### src/rtl/uart_rx.sv
// UART receiver, 8N1 LSB first, mid-bit sampling with a 2-flop input synchroniser.
// Define UART_RX_PARITY_EN to build an 8E1 receiver with an even-parity check.
module uart_rx #(
  parameter int unsigned CLK_PER_BIT = 100
) (
  input  logic       clk,
  input  logic       rst_n,
  input  logic       rx_serial,
  output logic [7:0] rx_data,
  output logic       rx_dv,
  output logic       rx_frame_err,
  output logic       rx_par_err,
  output logic       rx_busy
);

  localparam logic [15:0] LAST_CNT = 16'(CLK_PER_BIT - 1);
  localparam logic [15:0] HALF_CNT = 16'((CLK_PER_BIT - 1) / 2);

`ifdef UART_RX_PARITY_EN
  typedef enum logic [2:0] {IDLE, START, DATA, PARITY, STOP, WAIT_HI} state_t;
`else
  typedef enum logic [2:0] {IDLE, START, DATA, STOP, WAIT_HI} state_t;
`endif

  state_t      state, state_next;
  logic        rx_meta, rx_s;
  logic [15:0] clk_cnt;
  logic [2:0]  bit_idx;
  logic [7:0]  shift;
  logic        bit_done, half_done;
  logic        cnt_en, cnt_clr, data_smp, stop_smp;
  logic        par_bad;

  always_ff @(posedge clk or negedge rst_n) begin
    if (!rst_n) begin
      rx_meta <= 1'b1;
      rx_s    <= 1'b1;
    end else begin
      rx_meta <= rx_serial;
      rx_s    <= rx_meta;
    end
  end

  assign bit_done  = (clk_cnt == LAST_CNT);
  assign half_done = (clk_cnt == HALF_CNT);

  always_ff @(posedge clk or negedge rst_n) begin
    if (!rst_n) state <= IDLE;
    else        state <= state_next;
  end

  always_comb begin
    state_next = state;
    case (state)
      IDLE:    if (!rx_s) state_next = START;
      START:   if (half_done) state_next = rx_s ? IDLE : DATA;
      DATA:
        if (bit_done && bit_idx == 3'd7) begin
`ifdef UART_RX_PARITY_EN
          state_next = PARITY;
`else
          state_next = STOP;
`endif
        end
`ifdef UART_RX_PARITY_EN
      PARITY:  if (bit_done) state_next = STOP;
`endif
      // Returning to IDLE at mid-stop leaves half a bit to catch the next start edge.
      STOP:    if (bit_done) state_next = rx_s ? IDLE : WAIT_HI;
      WAIT_HI: if (rx_s) state_next = IDLE;
      default: state_next = IDLE;
    endcase
  end

  always_comb begin
    rx_busy  = (state != IDLE);
    cnt_en   = 1'b0;
    data_smp = 1'b0;
    stop_smp = 1'b0;
    case (state)
      START:   cnt_en = 1'b1;
      DATA: begin
        cnt_en   = 1'b1;
        data_smp = bit_done;
      end
`ifdef UART_RX_PARITY_EN
      PARITY:  cnt_en = 1'b1;
`endif
      STOP: begin
        cnt_en   = 1'b1;
        stop_smp = bit_done;
      end
      default: cnt_en = 1'b0;
    endcase
    cnt_clr = (state_next != state) || bit_done;
  end

  always_ff @(posedge clk or negedge rst_n) begin
    if (!rst_n) begin
      clk_cnt      <= '0;
      bit_idx      <= '0;
      shift        <= '0;
      rx_data      <= '0;
      rx_dv        <= 1'b0;
      rx_frame_err <= 1'b0;
    end else begin
      rx_dv        <= 1'b0;
      rx_frame_err <= 1'b0;
      if (cnt_clr)     clk_cnt <= '0;
      else if (cnt_en) clk_cnt <= clk_cnt + 16'd1;
      if (state == START) bit_idx <= '0;
      if (data_smp) begin
        shift[bit_idx] <= rx_s;
        bit_idx        <= bit_idx + 3'd1;
      end
      // Frame error outranks parity error; only one strobe per frame.
      if (stop_smp) begin
        if (!rx_s) begin
          rx_frame_err <= 1'b1;
        end else if (!par_bad) begin
          rx_dv   <= 1'b1;
          rx_data <= shift;
        end
      end
    end
  end

`ifdef UART_RX_PARITY_EN
  always_ff @(posedge clk or negedge rst_n) begin
    if (!rst_n) begin
      par_bad    <= 1'b0;
      rx_par_err <= 1'b0;
    end else begin
      rx_par_err <= 1'b0;
      if (state == START) par_bad <= 1'b0;
      if (state == PARITY && bit_done) par_bad <= rx_s ^ (^shift);
      if (stop_smp && rx_s && par_bad) rx_par_err <= 1'b1;
    end
  end
`else
  assign par_bad    = 1'b0;
  assign rx_par_err = 1'b0;
`endif

endmodule

### config.mk
export PLATFORM = sky130hd
export DESIGN_NAME = uart_rx
export DESIGN_NICKNAME = d
export VERILOG_FILES = /design/src/rtl/uart_rx.sv
export SDC_FILE = /design/constraint.sdc
export NUM_CORES = 1
export LEC_CHECK = 0
export ABC_AREA = 1
export BUFFER_PORTS_ARGS = -buffer_cell sky130_fd_sc_hd__buf_2
export CAP_MARGIN = 40
export CORE_MARGIN = 4
export CORE_UTILIZATION = 55
export CTS_CLUSTER_DIAMETER = 150
export DETAILED_ROUTE_END_ITERATION = 6
export PLACE_DENSITY = 0.75
export SLEW_MARGIN = 20
export SYNTH_ARGS = -nofsm -noshare
export SYNTH_HDL_FRONTEND = slang
export SYNTH_SLANG_ARGS = --single-unit
### constraint.sdc
create_clock -name clk -period 2.23 [get_ports clk]
set_input_delay 0.1115 -clock clk [delete_from_list [all_inputs] [get_ports clk]]
set_output_delay 0.1115 -clock clk [all_outputs]
set_load 0.01 [all_outputs]
==> results.cfg, run 1 <==
[sta]
fin_crit_sh_pct = 77.8
skew_ns = 0.00719
final-max-slew-violation-count = 0
setup_tns_ns = 0
finalSetupViolations = 0
fmax_mhz = 576
layout_setup_ws_ns = 0.494
rsz0062_at_grt = no
min_period_ns = 1.74
hold_viol = 0

[clocking]
post_cts_buffers = 0
clock_sinks = 42
cts-buffers-inserted = 5
clockBufferDepth = 2
h-tree-depth = 2
tritoncts = done
clock_latency_ns = 0.30
clk_root_buffer_cell = clkbuf_8
clk_pin_slew_worst_paths_ns = 0.08

[run_status]
status = finished, final reports clean

[worst_setup_path]
rr_worst_depth = 9
critPathLaunchType = register
path_max_fanout = 4
critPathKind = reg2reg
worstPathRequired_ns = 2.42
crit_arrival_ns = 1.92
r2r-end = clk_cnt[10]$_DFFE_PN0P_
r2r_slack_ns = 0.49
r2r-start = clk_cnt[0]$_DFFE_PN0P_
end_kind = register

[cells_and_area]
regArea_um2 = 1050
fillers = 326
layout.nets = 292
drive_above_1_share_pct = 20.3
final_cell_mix = nand2_1, dfrtp_1, nor2_1
area_growth_syn_to_layout_pct = 10.4
layout_commonest_cell = nand2_1
final_area_um2 = 2440
multi_input_comb_area_um2 = 1000
antenna_cells = 0
final_util_pct = 64.7

[logic_synthesis]
synth_area_um2 = 2210
synth_flop_cell = dfrtp_1
synth_largest_area_cell = dfrtp_1
ys_ff_latch = 42
syn_area_per_cell_um2 = 8.35
async_flop_share_pct = 100
ys_seq_area_share_pct = 47.6
synthCells = 265
ys_warn_count = 0
ys_types = 26
synthTopCellsByArea = dfrtp_1, nand2_1, nor2_1
yosysTopAreaCellShare_pct = 45.2
synth_edf_count = 0
syn_nets = 272

[floorplan]
fp.dieH_um = 71.4
start_util_pct = 58.7
die-area_um2 = 5100
core-area_um2 = 3770
die_x_um = 71.4
num_rows = 22
num_io_pins = 15

[power_and_ir_drop]
clkPwrFrac_pct = 39.2
p_seq_share_pct = 58.9
leakage_nw = 1.21
swShare_pct = 23.4
finalPower_w = 0.00130
pwr-share-comb_pct = 2.0
switchingPower_w = 0.000304
internal_power_w = 0.000997
irDropWorstVdd_v = 0.000479
p_per_area_nw_per_um2 = 533

[placed_design]
place_ws_ns = 0.521
dpl-instance-area_um2 = 2330
numPortBuffers = 13
dpl.hpwl_mm = 2.91
place_congestion = 0.866

[global_routing]
grt.total_usage_pct = 17.0
grt_max_degree = 30
grt_pass1_wl_mm = 6.97
antenna_found_initial = 0
gr-total-overflow = 0
grt_pass1_vias = 1522

[route]
wl_per_cell_um = 11.7
firstDrtPassIters = 5
antenna_left = 0
drc = 0
num_vias = 1682
drt_iter0_drc = 143
totalWireLength_mm = 3.90
via_per_inst = 5.04

[flow_run]
cap_violations = 0

[hold_path]
min_path_type = in2async
## power by group through the flow
stage,sequential [W],clock [W],combinational [W]
2_1_floorplan,0.000781,0,0.00000359
3_3_place_gp,0.000781,0,0.0000197
3_5_place_dp,0.000781,0,0.0000245
4_1_cts,0.000766,0.000521,0.0000272
5_1_grt,0.000767,0.000569,0.0000306
6_report,0.000766,0.000510,0.0000256
## registers in the layout, indices dropped and copies added (netlist names)
register / count
rx_frame_err: 1
rx_data: 8
clk_cnt: 16
rx_s: 1
bit_idx: 3
rx_dv: 1
state: 3
shift: 8
rx_meta: 1
## kinds of logic (layout without fill, tap and decap cells)
| kind of cell | Yosys count | after routing | synth area share (%) |
|---|---|---|---|
| buffers and inverters | 36 | 57 | 7.13 |
| AOI/OAI and AO/OA | 18 | 18 | 4.70 |
| adders and majority gates | 4 | 4 | 2.26 |
| and+or+nand+nor | 152 | 152 | 33.4 |
| other | 1 | 1 | 0.170 |
| DFF | 42 | 42 | 47.6 |
| xor gates and xnor gates | 12 | 12 | 4.75 |
## stage by stage
step                instances  hold slack [ns]
global route              334            0.268
global placement          323            0.217
CTS                       334            0.249
finish                    334            0.246
floorplan                 265           -0.184
detailed placement        324           0.0363
## area by class of cell
| cell class | count | share of cell area [%] |
|---|---|---|
| Clock inverter | 3 | 1.03 |
| Inverter | 32 | 4.92 |
| Clock buffer | 5 | 2.82 |
| Tap cell | 48 | 2.46 |
| Sequential cell | 42 | 43.2 |
| Timing Repair Buffer | 17 | 4.61 |
| Multi-Input combinational cell | 187 | 41.0 |
## how the worst max path moves through the flow
stage | start | to | cells after the start
after CTS | clk_cnt[0]$_DFFE_PN0P_ | clk_cnt[10]$_DFFE_PN0P_ | 9
after global routing | clk_cnt[0]$_DFFE_PN0P_ | rx_data[1]$_DFFE_PN0P_ | 9
final | clk_cnt[0]$_DFFE_PN0P_ | clk_cnt[10]$_DFFE_PN0P_ | 9
after detailed placement | clk_cnt[0]$_DFFE_PN0P_ | clk_cnt[10]$_DFFE_PN0P_ | 9
after global placement | clk_cnt[3]$_DFFE_PN0P_ | clk_cnt[7]$_DFFE_PN0P_ | 8
after floorplan | clk_cnt[0]$_DFFE_PN0P_ | clk_cnt[1]$_DFFE_PN0P_ | 10
## routing by layer
metal | wire length [um] | GRT usage, %
met3 | 212 | 4.63
met4 | 42 | 4.38
met1 | 1970 | 24.6
met2 | 1680 | 25.2
met5 | 0 | 0
## repair_timing
item / CTS / global route
hold buffers: 2 / 0
resized for setup: 0 / 0
endpoints found under the hold margin: 12 / 0
## cell usage after synthesis (3+ instances only)
cell type	number
nand4_1	5
nor2_4	4
nor3_1	4
nand2_2	6
nor2_2	12
nor2_1	30
dfrtp_1	40
nand2_1	66
inv_2	3
ha_1	4
nand3_1	16
o21ai_0	16
xor2_1	12
inv_1	29
## critical path, cell delays in order (launching register included)
cell,delay (ns)
dfrtp_1,0.41
ha_1,0.24
nand3_1,0.14
nor2_4,0.16
nand2_2,0.10
nor2_2,0.14
nand2_1,0.10
nor2_1,0.13
xor2_1,0.18
nor2_2,0.06
Note: power is estimated with default switching activity, not from simulation.
==> inputs of run 2 (changes only) <==
- clock period: 2.23 -> 1.66 ns (I/O delays scaled with it)
==> results.cfg, run 2 (synthesis gave the netlist of run 1 again) <==
[power_and_ir_drop]
finalPower_w = 0.00175
leakage_nw = 1.36
p_per_area_nw_per_um2 = 632
irDropWorstVdd_v = 0.000395

[floorplan]
die-area_um2 = 5100
start_util_pct = 58.7
num_rows = 22
fp.dieH_um = 71.4
core-area_um2 = 3770
die_x_um = 71.4
num_io_pins = 15

[hold_path]
min_path_type = reg2reg

[sta]
fin_crit_sh_pct = 98.9
fmax_mhz = 609
finalSetupViolations = 0
rsz0062_at_grt = yes
final-max-slew-violation-count = 0
hold_ws_ns = 0.362
worst_pin_slew_ns = 0.527
skew_ns = 0.0157
min_period_ns = 1.64
relSlewSlack_pct = 64.9
hold_viol = 0

[route]
num_vias = 1828
totalWireLength_mm = 4.72
drt_iter0_drc = 104
antenna_left = 0
via_per_inst = 5.11
wl_per_cell_um = 13.2
firstDrtPassIters = 4
drc = 0

[flow_run]
cap_violations = 0

[worst_setup_path]
crit_chain = ha_4, nand2_1, nor2_1, nand2_1, nor2_1, nand4_1, nand3_1, nor2_4, nand2_8, nor2_1
critPathKind = reg2reg
slowest_delay_ns = 0.46
critPathLaunchType = register
worstPathRequired_ns = 1.89
path_delay_family = simple AND/OR/NAND/NOR gates
slowest_stage = dfrtp_2
cp_common_cell = nor2_1
crit_arrival_ns = 1.87
end_kind = register
path_max_fanout = 8
path_buf_inv = 0

[clocking]
clock_latency_ns = 0.31
h-tree-depth = 2
clockBufferDepth = 2
clk_root_buffer_cell = clkbuf_8
clk_pin_slew_worst_paths_ns = 0.08
clock_sinks = 42
tritoncts = done
cts-buffers-inserted = 5

[global_routing]
grt_pass1_wl_mm = 7.38
gr-total-overflow = 0
grt_pass1_vias = 1660
grt_max_degree = 43
antenna_found_initial = 0
grt.total_usage_pct = 18.4

[cells_and_area]
area_growth_syn_to_layout_pct = 24.9
top_regs = clk_cnt: 16 flops, rx_data: 8 flops, shift: 8 flops
final_cell_mix = nand2_1, dfrtp_1, nor2_1
regArea_um2 = 1060
layout.nets = 316
top_register = clk_cnt
fillers = 262
largest_register_ffs = 16
antenna_cells = 0
multi_input_comb_area_um2 = 1160
drive_above_1_share_pct = 35.5
layout_commonest_cell = nand2_1

[run_status]
status = finished, final reports clean

[placed_design]
numPortBuffers = 13
place_congestion = 0.893
dpl.hpwl_mm = 2.93
[run 2: per-layer routing]
| metal | GRT usage, % | vias to the layer above | share of wire (%) |
|---|---|---|---|
| met5 | 0 | - | 0 |
| met4 | 7.93 | 0 | 1.5 |
| met3 | 4.21 | 8 | 5.8 |
| met2 | 27.2 | 60 | 45 |
| met1 | 25.9 | 838 | 48 |
| li1 | - | 922 | - |
[run 2: report_power, final]
part	switching (W)	total [W]	internal, W	leakage [nW]
Combinational	0.0000245	0.0000324	0.00000795	0.758
Clock	0.000382	0.000683	0.000301	0.0408
Sequential	0.00000495	0.00103	0.00103	0.558
Total	0.000412	0.00175	0.00134	1.36
[run 2: cell type report]
type | count | area share (%)
timing repair inverter | 1 | 0.226
clock inverter | 3 | 0.861
clock buffer | 5 | 2.49
inverter | 32 | 4.53
timing repair buffer | 38 | 9.47
multi-input combinational | 189 | 41.9
sequential | 42 | 38.3
tap | 48 | 2.17
[run 2: through the flow]
step / TNS (ns) / util (%) / instance area (um^2) / setup WS (ns) / std cells
2_1_floorplan: 0 / - / 2210 / 0.100 / 265
3_3_place_gp: 0 / 63.6 / 2400 / 0.00288 / 335
3_5_place_dp: -0.744 / 63.6 / 2400 / -0.0596 / 335
4_1_cts: 0 / 67.5 / 2550 / 0.00296 / 347
5_1_grt: -1.39 / 73.3 / 2760 / -0.0795 / 358
6_report: 0 / 73.3 / 2760 / 0.0183 / 358
[run 2: path summary, 6_finish.rpt]
path	from	to	slack, ns	depth (start not counted)
worst min register to register	rx_meta$_DFF_PN1_	rx_s$_DFF_PN1_	0.36	0
max in group asynchronous	rst_n	state[2]$_DFF_PN0_	0.90	3
worst min-delay path	rx_meta$_DFF_PN1_	rx_s$_DFF_PN1_	0.36	0
worst max register to register	clk_cnt[0]$_DFFE_PN0P_	clk_cnt[4]$_DFFE_PN0P_	0.02	10
worst max-delay path	clk_cnt[0]$_DFFE_PN0P_	clk_cnt[4]$_DFFE_PN0P_	0.02	10
min in group asynchronous	rst_n	clk_cnt[15]$_DFFE_PN0P_	0.37	3
[run 2: timing repair]
item,CTS,global route
setup endpoints to repair,24,33
hold buffers,2,0
pin swaps,2,16
endpoints found under the hold margin,41,0
gates resized for setup,6,43
buffers inserted,1,9
gates cloned,1,2
==> inputs of run 3 (changes only) <==
- BUFFER_PORTS_ARGS: -buffer_cell sky130_fd_sc_hd__buf_2 -> -buffer_cell sky130_fd_sc_hd__buf_4
- CORE_MARGIN: 4 -> 3
- CTS_BUF_LIST: unset -> sky130_fd_sc_hd__clkbuf_8
==> results.cfg, run 3 (synthesis gave the netlist of run 1 again) <==
[placed_design]
placed_cells = 334
place_congestion = 0.907
dpl.hpwl_mm = 2.87
dpl-instance-area_um2 = 2420
numPortBuffers = 13

[sta]
fin_crit_sh_pct = 100
layout_setup_ws_ns = -0.00608
skew_ns = 0.0109
relSlewSlack_pct = 65.4
worst_pin_slew_ns = 0.520
finalSetupViolations = 6
final-max-slew-violation-count = 0
fmax_mhz = 600
hold_viol = 0
min_period_ns = 1.67
rsz0062_at_grt = yes

[global_routing]
grt.total_usage_pct = 19.4
grt_max_degree = 43
grt_pass1_wl_mm = 7.52
antenna_found_initial = 0
grt_pass1_vias = 1676
gr-total-overflow = 0

[cells_and_area]
drive_above_1_share_pct = 34.9
layout.nets = 318
layout_commonest_cell = nand2_1
antenna_cells = 0
final_area_um2 = 2850
top_register = clk_cnt
area_growth_syn_to_layout_pct = 28.7
final_cell_mix = nand2_1, buf_4, dfrtp_1
top_regs = clk_cnt: 16 flops, rx_data: 8 flops, shift: 8 flops
largest_register_ffs = 16
stdcell_count = 360

[clocking]
tritoncts = done
clockBufferDepth = 2
clock_latency_ns = 0.31
clk_root_buffer_cell = clkbuf_8
clock_sinks = 42
clk_pin_slew_worst_paths_ns = 0.09
h-tree-depth = 2
cts-buffers-inserted = 5

[worst_setup_path]
end_kind = register
r2r_slack_ns = -0.006
slowest_delay_ns = 0.43
worstPathRequired_ns = 1.86
crit_arrival_ns = 1.87
endpoint = rx_data[0]$_DFFE_PN0P_
critPathKind = reg2reg
startpoint = clk_cnt[9]$_DFFE_PN0P_
crit_chain = nor2_2, nand2_1, nor2_4, nand2_4, nor3_4, nand2_4, buf_4, nand2_1, nand2_1
r2r-end = rx_data[0]$_DFFE_PN0P_
path_max_fanout = 6
slowest_stage = dfrtp_1
cp_common_cell = nand2_1
rr_worst_depth = 9
r2r-start = clk_cnt[9]$_DFFE_PN0P_
critPathLaunchType = register

[route]
num_vias = 1841
wl_per_cell_um = 13.1
drt_iter0_drc = 131
via_per_inst = 5.11
drc = 0
totalWireLength_mm = 4.71
antenna_left = 0
firstDrtPassIters = 4

[power_and_ir_drop]
finalPower_w = 0.00176
irDropWorstVdd_v = 0.000418
leakage_nw = 1.38
p_per_area_nw_per_um2 = 618

[hold_path]
min_path_type = in2async

[flow_run]
cap_violations = 0

[floorplan]
num_rows = 22
num_io_pins = 15
fp.dieH_um = 69.4
die-area_um2 = 4820
core-area_um2 = 3770
start_util_pct = 58.7
die_x_um = 69.4

[run_status]
violations = setup timing
status = complete, but fails checks
==> run 3: cell count changes in the layout (fill, tap and decap cells not counted), sizes merged <==
cell / change
buf: +4
clkinv: -1
nand2: -1
==> run 3: per-layer routing <==
layer  track usage [%]  vias to the layer above  share of wire [%]
li1                  -                      929                  -
met1              27.1                      872                 47
met2              28.5                       32                 47
met3              5.65                        8                4.6
met4              7.38                        0                1.7
met5                 0                        -                  0
==> run 3: area by class of cell <==
class | instances | area [um^2]
Clock inverter | 3 | 23.8
Fill cell | 249 | 923
Tap cell | 48 | 60.1
Multi-Input combinational cell | 188 | 1190
Inverter | 32 | 123
Sequential cell | 42 | 1060
Clock buffer | 5 | 68.8
Timing Repair Buffer | 42 | 324
==> run 3: through the flow <==
step	utilization (%)	TNS [ns]	setup WS, ns	hold slack (ns)
global route	75.5	-1.84	-0.0991	0.330
finish	75.5	-0.0143	-0.00608	0.285
global placement	64.2	-0.166	-0.0279	0.0924
detailed placement	64.2	-1.29	-0.0838	0.101
CTS	69.2	0	0.00426	0.308
floorplan	-	0	0.100	-0.213
==> run 3: where the power goes <==
part / switching (W) / internal [W] / total (W)
Clock: 0.000396 / 0.000301 / 0.000697
Combinational: 0.0000240 / 0.00000781 / 0.0000318
Sequential: 0.00000395 / 0.00103 / 0.00103
Total: 0.000424 / 0.00134 / 0.00176
==> run 3: worst min path at each step <==
stage	startpoint	endpoint	slack (ns)	cells past startpoint
4_1_cts	rst_n	clk_cnt[12]$_DFFE_PN0P_	0.31	2
5_1_grt	rst_n	clk_cnt[12]$_DFFE_PN0P_	0.33	2
3_3_place_gp	rst_n	clk_cnt[13]$_DFFE_PN0P_	0.09	1
2_1_floorplan	rst_n	bit_idx[0]$_DFFE_PN0P_	-0.21	0
6_report	rst_n	clk_cnt[12]$_DFFE_PN0P_	0.28	2
3_5_place_dp	rst_n	clk_cnt[12]$_DFFE_PN0P_	0.10	1
==> run 3: critical path: cells and delay by family (launching register included) <==
kind / cells / cell delay, ns
AND/OR/NAND/NOR: 8 / 0.99
flip-flops: 1 / 0.43
buffers and inverters: 1 / 0.15
==> run 3: repair_timing <==
action / CTS / global route
resized for setup: 11 / 38
hold buffers: 2 / 0
endpoints found under the hold margin: 41 / 0
pin swaps: 3 / 11
cloned: 1 / 1
endpoints found under the setup margin: 24 / 33
buffers inserted: 1 / 13
